File: config.mk
export PLATFORM = sky130hd
export DESIGN_NAME = onehot_regbank_flat
export DESIGN_NICKNAME = d
export VERILOG_FILES = /design/src/rtl/onehot_regbank_pkg.sv /design/src/rtl/onehot_regbank_if.sv /design/src/rtl/onehot_regbank_onehot_to_idx.sv /design/src/rtl/onehot_regbank.sv /design/src/flat_wrapper.sv
export SDC_FILE = /design/constraint.sdc
export NUM_CORES = 1
export LEC_CHECK = 0
export ABC_AREA = 1
export CAP_MARGIN = 10
export CORE_MARGIN = 2
export CORE_UTILIZATION = 50
export DETAILED_ROUTE_END_ITERATION = 16
export PLACE_DENSITY = 0.76
export SYNTH_ARGS = -nofsm -noshare
export SYNTH_HDL_FRONTEND = slang
export SYNTH_SLANG_ARGS = --single-unit
File: constraint.sdc
create_clock -name clk -period 2.5 [get_ports clk]
set_input_delay 0.5 -clock clk [delete_from_list [all_inputs] [get_ports clk]]
set_output_delay 0.5 -clock clk [all_outputs]
set_load 0.02 [all_outputs]
File: src/rtl/onehot_regbank_pkg.sv
// regbank_pkg: shared sizes and clear-FSM state type for the one-hot register bank
package regbank_pkg;
  localparam int NREG = 8;
  localparam int IDX_W = 3;
  typedef enum logic [1:0] {IDLE, CLEAR, DONE} clr_state_e;
endpackage

File: src/rtl/onehot_regbank_if.sv
// onehot_regbank_if: write/read/clear/status bus of the register bank
// master drives write select, data, read addresses, clr_req, err_clr; slave returns read data and status flags
interface onehot_regbank_if #(parameter int WIDTH = 32);
  import regbank_pkg::*;
  logic [NREG-1:0] we_onehot;
  logic [WIDTH-1:0] wdata;
  logic [IDX_W-1:0] ra0;
  logic [IDX_W-1:0] ra1;
  logic [WIDTH-1:0] rd0;
  logic [WIDTH-1:0] rd1;
  logic clr_req;
  logic busy;
  logic clr_done;
  logic wr_drop;
  logic err;
  logic err_clr;
  modport master (
    output we_onehot, wdata, ra0, ra1, clr_req, err_clr,
    input  rd0, rd1, busy, clr_done, wr_drop, err
  );
  modport slave (
    input  we_onehot, wdata, ra0, ra1, clr_req, err_clr,
    output rd0, rd1, busy, clr_done, wr_drop, err
  );
endinterface

File: src/rtl/onehot_regbank_onehot_to_idx.sv
// onehot_to_idx: one-hot write select to index, with exactly-one and more-than-one flags
// onehot_i: select word; idx_o: index of set bit; valid_o: exactly one bit set; multi_o: two or more bits set
module onehot_to_idx import regbank_pkg::*; (
  input  logic [NREG-1:0]  onehot_i,
  output logic [IDX_W-1:0] idx_o,
  output logic             valid_o,
  output logic             multi_o
);
  always_comb begin
    idx_o = '0;
    for (int i = 0; i < NREG; i++) idx_o = idx_o | (onehot_i[i] ? IDX_W'(i) : '0);
  end
  // clearing the lowest set bit leaves something only when two or more bits were set
  assign multi_o = |(onehot_i & (onehot_i - NREG'(1)));
  assign valid_o = |onehot_i & ~multi_o;
endmodule

File: src/rtl/onehot_regbank.sv
// onehot_regbank: 8-entry register bank written by one-hot select, two async read ports, bulk clear, illegal-select flag
// clk, rst_n (sync, active-low); bus: slave side of onehot_regbank_if (we_onehot, wdata, ra0/ra1 -> rd0/rd1, clr_req -> busy/clr_done, wr_drop, err/err_clr)
module onehot_regbank import regbank_pkg::*; #(
  parameter int WIDTH    = 32,
  parameter bit ZERO_REG = 1'b1
) (
  input logic               clk,
  input logic               rst_n,
  onehot_regbank_if.slave   bus
);
  logic [WIDTH-1:0] regs_q [NREG];
  clr_state_e state_q;
  logic [IDX_W-1:0] cnt_q, idx;
  logic valid, multi, busy, wr_en, wr_drop_q, wr_drop_d, err_q, err_d;
  onehot_to_idx u_dec (.onehot_i(bus.we_onehot), .idx_o(idx), .valid_o(valid), .multi_o(multi));
  assign busy = state_q == CLEAR;
  assign wr_en = valid && !busy && !(ZERO_REG && idx == '0);
  // a zero-register write is silently ignored, so it never counts as dropped
  assign wr_drop_d = multi | (busy & |bus.we_onehot);
  // a new multi-hot event outranks err_clr
  assign err_d = multi | (err_q & ~bus.err_clr);
  always_ff @(posedge clk) begin
    if (!rst_n) begin
      for (int i = 0; i < NREG; i++) regs_q[i] <= '0;
      state_q   <= IDLE;
      cnt_q     <= '0;
      wr_drop_q <= 1'b0;
      err_q     <= 1'b0;
    end else begin
      if (wr_en) regs_q[idx] <= bus.wdata;
      if (busy) regs_q[cnt_q] <= '0;
      state_q   <= state_q == IDLE  ? (bus.clr_req ? CLEAR : IDLE) :
                   state_q == CLEAR ? (cnt_q == IDX_W'(NREG - 1) ? DONE : CLEAR) : IDLE;
      // held at 0 outside CLEAR so each sweep starts at entry 0; wraps to 0 after the last entry
      cnt_q     <= busy ? cnt_q + IDX_W'(1) : '0;
      wr_drop_q <= wr_drop_d;
      err_q     <= err_d;
    end
  end
  assign bus.rd0      = (ZERO_REG && bus.ra0 == '0) ? '0 : regs_q[bus.ra0];
  assign bus.rd1      = (ZERO_REG && bus.ra1 == '0) ? '0 : regs_q[bus.ra1];
  assign bus.busy     = busy;
  assign bus.clr_done = state_q == DONE;
  assign bus.wr_drop  = wr_drop_q;
  assign bus.err      = err_q;
endmodule
File: src/flat_wrapper.sv
// flat-port wrapper written by rule: the top's interface ports become plain ports
module onehot_regbank_flat import regbank_pkg::*;
#(
  parameter int WIDTH    = 32,
  parameter bit ZERO_REG = 1'b1
)
  (clk, rst_n, bus_we_onehot, bus_wdata, bus_ra0, bus_ra1, bus_clr_req, bus_err_clr, bus_rd0, bus_rd1, bus_busy, bus_clr_done, bus_wr_drop, bus_err);
  onehot_regbank_if #(.WIDTH(WIDTH)) bus_i ();
  input logic clk;
  input logic rst_n;
  input wire logic [$bits(bus_i.we_onehot)-1:0] bus_we_onehot;
  input wire logic [$bits(bus_i.wdata)-1:0] bus_wdata;
  input wire logic [$bits(bus_i.ra0)-1:0] bus_ra0;
  input wire logic [$bits(bus_i.ra1)-1:0] bus_ra1;
  input wire logic [$bits(bus_i.clr_req)-1:0] bus_clr_req;
  input wire logic [$bits(bus_i.err_clr)-1:0] bus_err_clr;
  output wire logic [$bits(bus_i.rd0)-1:0] bus_rd0;
  output wire logic [$bits(bus_i.rd1)-1:0] bus_rd1;
  output wire logic [$bits(bus_i.busy)-1:0] bus_busy;
  output wire logic [$bits(bus_i.clr_done)-1:0] bus_clr_done;
  output wire logic [$bits(bus_i.wr_drop)-1:0] bus_wr_drop;
  output wire logic [$bits(bus_i.err)-1:0] bus_err;
  assign bus_i.we_onehot = bus_we_onehot;
  assign bus_i.wdata = bus_wdata;
  assign bus_i.ra0 = bus_ra0;
  assign bus_i.ra1 = bus_ra1;
  assign bus_i.clr_req = bus_clr_req;
  assign bus_i.err_clr = bus_err_clr;
  assign bus_rd0 = bus_i.rd0;
  assign bus_rd1 = bus_i.rd1;
  assign bus_busy = bus_i.busy;
  assign bus_clr_done = bus_i.clr_done;
  assign bus_wr_drop = bus_i.wr_drop;
  assign bus_err = bus_i.err;
  onehot_regbank #(.WIDTH(WIDTH), .ZERO_REG(ZERO_REG)) u_core (.clk(clk), .rst_n(rst_n), .bus(bus_i));
endmodule
# --- After elaboration in Yosys (flattened, before gate mapping) ---
# Memories as Yosys holds them, arrays and structs flattened.
# Index checks and enable logic that the tools add are counted.
totals:
  n_memories: 1
  out_inout_bits: 68
  elab_cells: 63
  input_bits: 50
  mem_bits_rw: 256
  register_bits: 7
classes:
  n_mux: 26
  n_eq_ne: 3
  bitwise_logic: 14
  n_reduce_logical: 13
  add_sub_neg: 2
mem_list:
  columns: ["memory", "words", "width", "rd", "rd_ports_with_merged_regs", "wr", "line", "source"]
  rows:
  - ["u_core.regs_q", 8, 32, 2, 0, 8, "onehot_regbank.sv:11", "logic [WIDTH-1:0] regs_q [NREG];"]
ops:
  columns: ["op", "n"]
  rows:
  - ["$mux W32", 4]
  - ["$reduce_or A32 Y1", 2]
  - ["$mux W3", 6]
  - ["$reduce_or A8 Y1", 2]
  - ["$mux W1", 11]
  - ["$mux W2", 5]
  - ["$logic_not A3 Y1", 3]
  - ["$or A3 B3 Y3", 3]
  - ["$and A8 B8 Y8", 1]
  - ["$sub A8 B1 Y8 const B", 1]
  - ["$add A3 B1 Y3 const B", 1]
  - ["$and A1 B1 Y1", 3]
  - ["$eq A3 B3 Y1 const B", 1]
  - ["$or A2 B3 Y3", 1]
  - ["$eq A2 B1 Y1 const B", 1]
  - ["$eq A2 B2 Y1 const B", 1]
  - ["$logic_and A1 B1 Y1", 2]
  - ["$logic_not A1 Y1", 2]
  - ["$logic_not A2 Y1", 1]
  - ["$not A1 Y1", 2]
  - ["$or A1 B1 Y1", 2]
  - ["$or A1 B2 Y2", 1]
  - ["$or A2 B2 Y2", 1]
  - ["$reduce_and A2 Y1", 1]

# --- Depth between registers and ports, before layout ---
logic_depth:
  ltp_word: 16
  mapped_depth: 12

# --- Hierarchy ---
# A second synthesis with hierarchy kept.
unflattened:
  hier_cells: 1927
  area_unflattened_um2: 15075.7
by_module_without_submodules:
  columns: ["mod", "n_inst", "area_per_inst_um2", "cells_each"]
  rows:
  - ["onehot_regbank", 1, 14910.6, 1895]
  - ["onehot_to_idx", 1, 165.2, 32]

# --- Worst setup path before layout ---
# OpenSTA, ideal clock, no wires.
synth_timing:
  kind: "input port to flip-flop"
  startpoint: "input port bus_we_onehot[1]"
  endpoint: "memory u_core.regs_q[1][0] (enable)"
  setup_ns: 0.389
  path_slack_ns: -0.060
  path_stages: 10
  t_arrival_ns: 2.171
  cell_sequence: "nor2_4 nand2_1 nor2_1 nor2_1 nor2_2 nand3_2 nand2_4 nand2_4 buf_6 nand2_1"
synth_lines:
  columns: ["element", "line", "source"]
  rows:
  - ["from (decl)", "flat_wrapper.sv:11", "input wire logic [$bits(bus_i.we_onehot)-1:0] bus_we_onehot;"]
  - ["to (decl)", "onehot_regbank.sv:11", null]

# --- Final worst setup path ---
layout_timing:
  startpoint: "input port bus_ra0[2]"
  endpoint: "output port bus_rd0[3]"
layout_via:
  elab_chain_cells: 2
  elab_cells_between_ends: 3
  cone_classes: "1 x mux; 1 x reduce/logical; 1 x memory"
layout_lines:
  columns: ["element", "line", "source"]
  rows:
  - ["from (decl)", "flat_wrapper.sv:13", "input wire logic [$bits(bus_i.ra0)-1:0] bus_ra0;"]
  - ["$mem_v2 Z8 W32 or $logic_not A3 Y1 (tied branches)", null, null]
  - ["$mux W32 (*)", "onehot_regbank.sv:40", "assign bus.rd0 = (ZERO_REG && bus.ra0 == '0) ? '0 : regs_q[bus.ra0];"]
  - ["to (decl)", "flat_wrapper.sv:17", "output wire logic [$bits(bus_i.rd0)-1:0] bus_rd0;"]
# Mark *: on every way between the ends. The rest lies on a longest branch, timed or not.

==> run metrics <==
clk slew on worst S/H paths 0.06 ns; post-route clock period utilization 1.01; highest clock rate 396 MHz; CTS tree done; TritonCTS Sinks roughly 260; post-synth cell types 29; Area Growth Syn to Fin 23.6%; Hold Path Cell Cnt 2; detailed placer's ending HPWL approximately 27000 um; startpoint class of the critical path input port; VDD IR-drop max between 0.4 and 0.5 mV; clock buffer depth 3; total track usage 0.273; Clock Latency Late Sink between 0.5 and 0.6 ns; Reg area between 7000 and 8000 um2; first-pass GRT wire length between 60000 and 70000 um; worst r2r path cells 11; Hold Crit Class flip-flop to flip-flop; Final setup viols 2; RSZ-0062 raised after global routing true; FF-to-FF Start u_core.state_q[0]; Die X 172 um; CTS root buf clkbuf_16; number of global-route vias before repair between 10k and 15k; Starting Density 0.507; Final Instance Area ~17000 um2; worst-path cell chain clkdlybuf4s50_1 -> inv_4 -> nand2_4 -> buf_4 -> o21ai_0 -> a31oi_1 -> clkdlybuf4s15_1; Nets around 1.8k; die height 172 um; MaxCap Viol Count 0; diodes inserted 0; drt total wl around 42000 um; Post-DP Area 16700 um2; Lkg Pwr between 0.006 and 0.007 uW; post-synthesis sequential area ratio 0.558; Fill cells roughly 2.2k; initial antenna violation count 0; Clock Skew around 0.010 ns; Critical Path AT ~2.0 ns; Max Slew Vio Count 0; die area between 20000 and 30000 um2; DRC 0; gr ovfl total 0; port bufs about 120; num rows between 60 and 70; Req. time, crit path 2.00 ns; R2R Path End u_core.regs_q[2][0]; R2R setup slack slightly below 0.6 ns; ratio of cells with drive above 1 in the final layout 0.166; crit-path max cell delay 0.50 ns; failing checks negative setup slack; total CTS buffers 27; Hold EP u_core.bus.err; Cells after Synth about 1.6k; Seq cells post-synth approximately 260; HP Start u_core.bus.err; worst-path maximum fanout 12; Yosys Warn Count 0; critical path class input port to primary output; commonest non-fill, non-tap cells in the layout o21ai_0 (302), nor2_1 (288), edfxtp_1 (256), a21oi_1 (128), nand2_1 (119); IO Pins roughly 120; setup TNS -0.0513 ns; Core ar. about 28000 um2; CP endpoint kind primary output; Post-synth ARST share 0; Synth Area per Inst roughly 9.0 um2; status complete, but fails checks; via count around 13k; drt first pass iters 7; Worst Hold Slack 0.482 ns; Crit-path slowest cell clkdlybuf4s50_1; post-DR wirelength/cell 19.5 um; worst setup margin -0.0265 ns; H-tree Lvls 1; remaining antenna violation count 0; pwr dens just over 600 nW/um2; synthesized area 14000 um2; Most used DFF post-synth edfxtp_1; Post-synth EDFFs approximately 260; fin crit period between 2 and 3 ns; commonest non-fill, non-tap cell in the layout o21ai_0; routability cong. 0.841; post-DR vias/cell a little under 6; endpoints failing hold 0; DR iter-0 viols 1607; pin count of the biggest net entering global routing 58; Multi-input gate area 5260 um2
-- how the worst max path moves through the flow --
stage / start / endpoint / slack, ns
floorplan: bus_we_onehot[1] / u_core.regs_q[0][0] / 0.12
global placement: bus_ra0[2] / bus_rd0[12] / -0.42
detailed placement: bus_ra0[2] / bus_rd0[12] / -0.48
CTS: bus_ra1[2] / bus_rd1[9] / 0.001
global route: bus_ra0[2] / bus_rd0[3] / -0.07
finish: bus_ra0[2] / bus_rd0[3] / -0.03
-- critical path, delay by kind of cell --
family / cells / cell delay (ns)
and+or+nand+nor: 1 / 0.11
AOI/OAI and AO/OA: 2 / 0.30
buffers and inverters: 4 / 1.10
-- per-layer routing --
| layer | vias to the layer above | wire, um | track usage |
|---|---|---|---|
| li1 | 5782 | - | - |
| met1 | 5986 | 15800 | 0.355 |
| met2 | 806 | 20000 | 0.462 |
| met3 | 129 | 4470 | 0.0435 |
| met4 | 0 | 1400 | 0.0984 |
| met5 | - | 0 | 0 |
-- through the flow --
stage               utilization  setup WS [ns]  power [uW]  instances
floorplan                     -          0.122        6190       1588
global placement          0.602         -0.422        7010       2084
detailed placement        0.602         -0.481        7060       2084
CTS                       0.630        0.00137       10700       2129
global route              0.626        -0.0663       11100       2133
finish                    0.626        -0.0265       10700       2133
-- final cells by class --
cell class,count,share of cell area
Clock buffer,33,0.0402
Clock inverter,12,0.00584
Inverter,116,0.0253
Multi-Input combinational cell,1080,0.303
Sequential cell,263,0.451
Tap cell,378,0.0273
Timing Repair Buffer,251,0.147
-- Yosys cell counts, types with 2 or more instances --
master,number,area share
o21ai_1,13,0.0046
buf_2,12,0.0043
inv_2,3,0.00080
o21ai_0,309,0.11
o211ai_1,65,0.035
nand3_1,3,0.0011
nor2_2,26,0.012
nor2_4,3,0.0024
nand2_4,8,0.0064
a31oi_1,64,0.029
nor2_1,288,0.077
clkbuf_1,75,0.020
ha_1,2,0.0018
edfxtp_1,256,0.55
buf_1,19,0.0051
nand2_1,129,0.034
inv_1,111,0.030
buf_6,22,0.018
dfxtp_1,7,0.010
a21oi_1,129,0.046
nand2_2,5,0.0022
-- sequential cells by signal, indices dropped and copies added, names as in the netlist --
| name | flops |
|---|---|
| u_core.bus.err | 1 |
| u_core.bus.wr_drop | 1 |
| u_core.cnt_q | 3 |
| u_core.regs_q | 256 |
| u_core.state_q | 2 |
-- report_power, final --
group | switching, uW | internal [uW]
Sequential | 93.1 | 5060
Combinational | 1130 | 647
Clock | 1610 | 2160
Total | 2840 | 7870
-- what timing repair did --
item / CTS / global route
hold buffers: 0 / 0
endpoints found under the setup margin: 64 / 57
setup buffers: 0 / 1
cloned: 0 / 3
gates resized for setup: 144 / 140
-- cell families after synthesis --
family | Yosys count | share of synthesized area
simple gates | 464 | 0.136
compound gates | 582 | 0.225
buf+inv | 245 | 0.0787
flops | 263 | 0.558
other cells | 1 | 0.000267
fa+ha+maj | 2 | 0.00178
(Power assumes the default switching activity.)
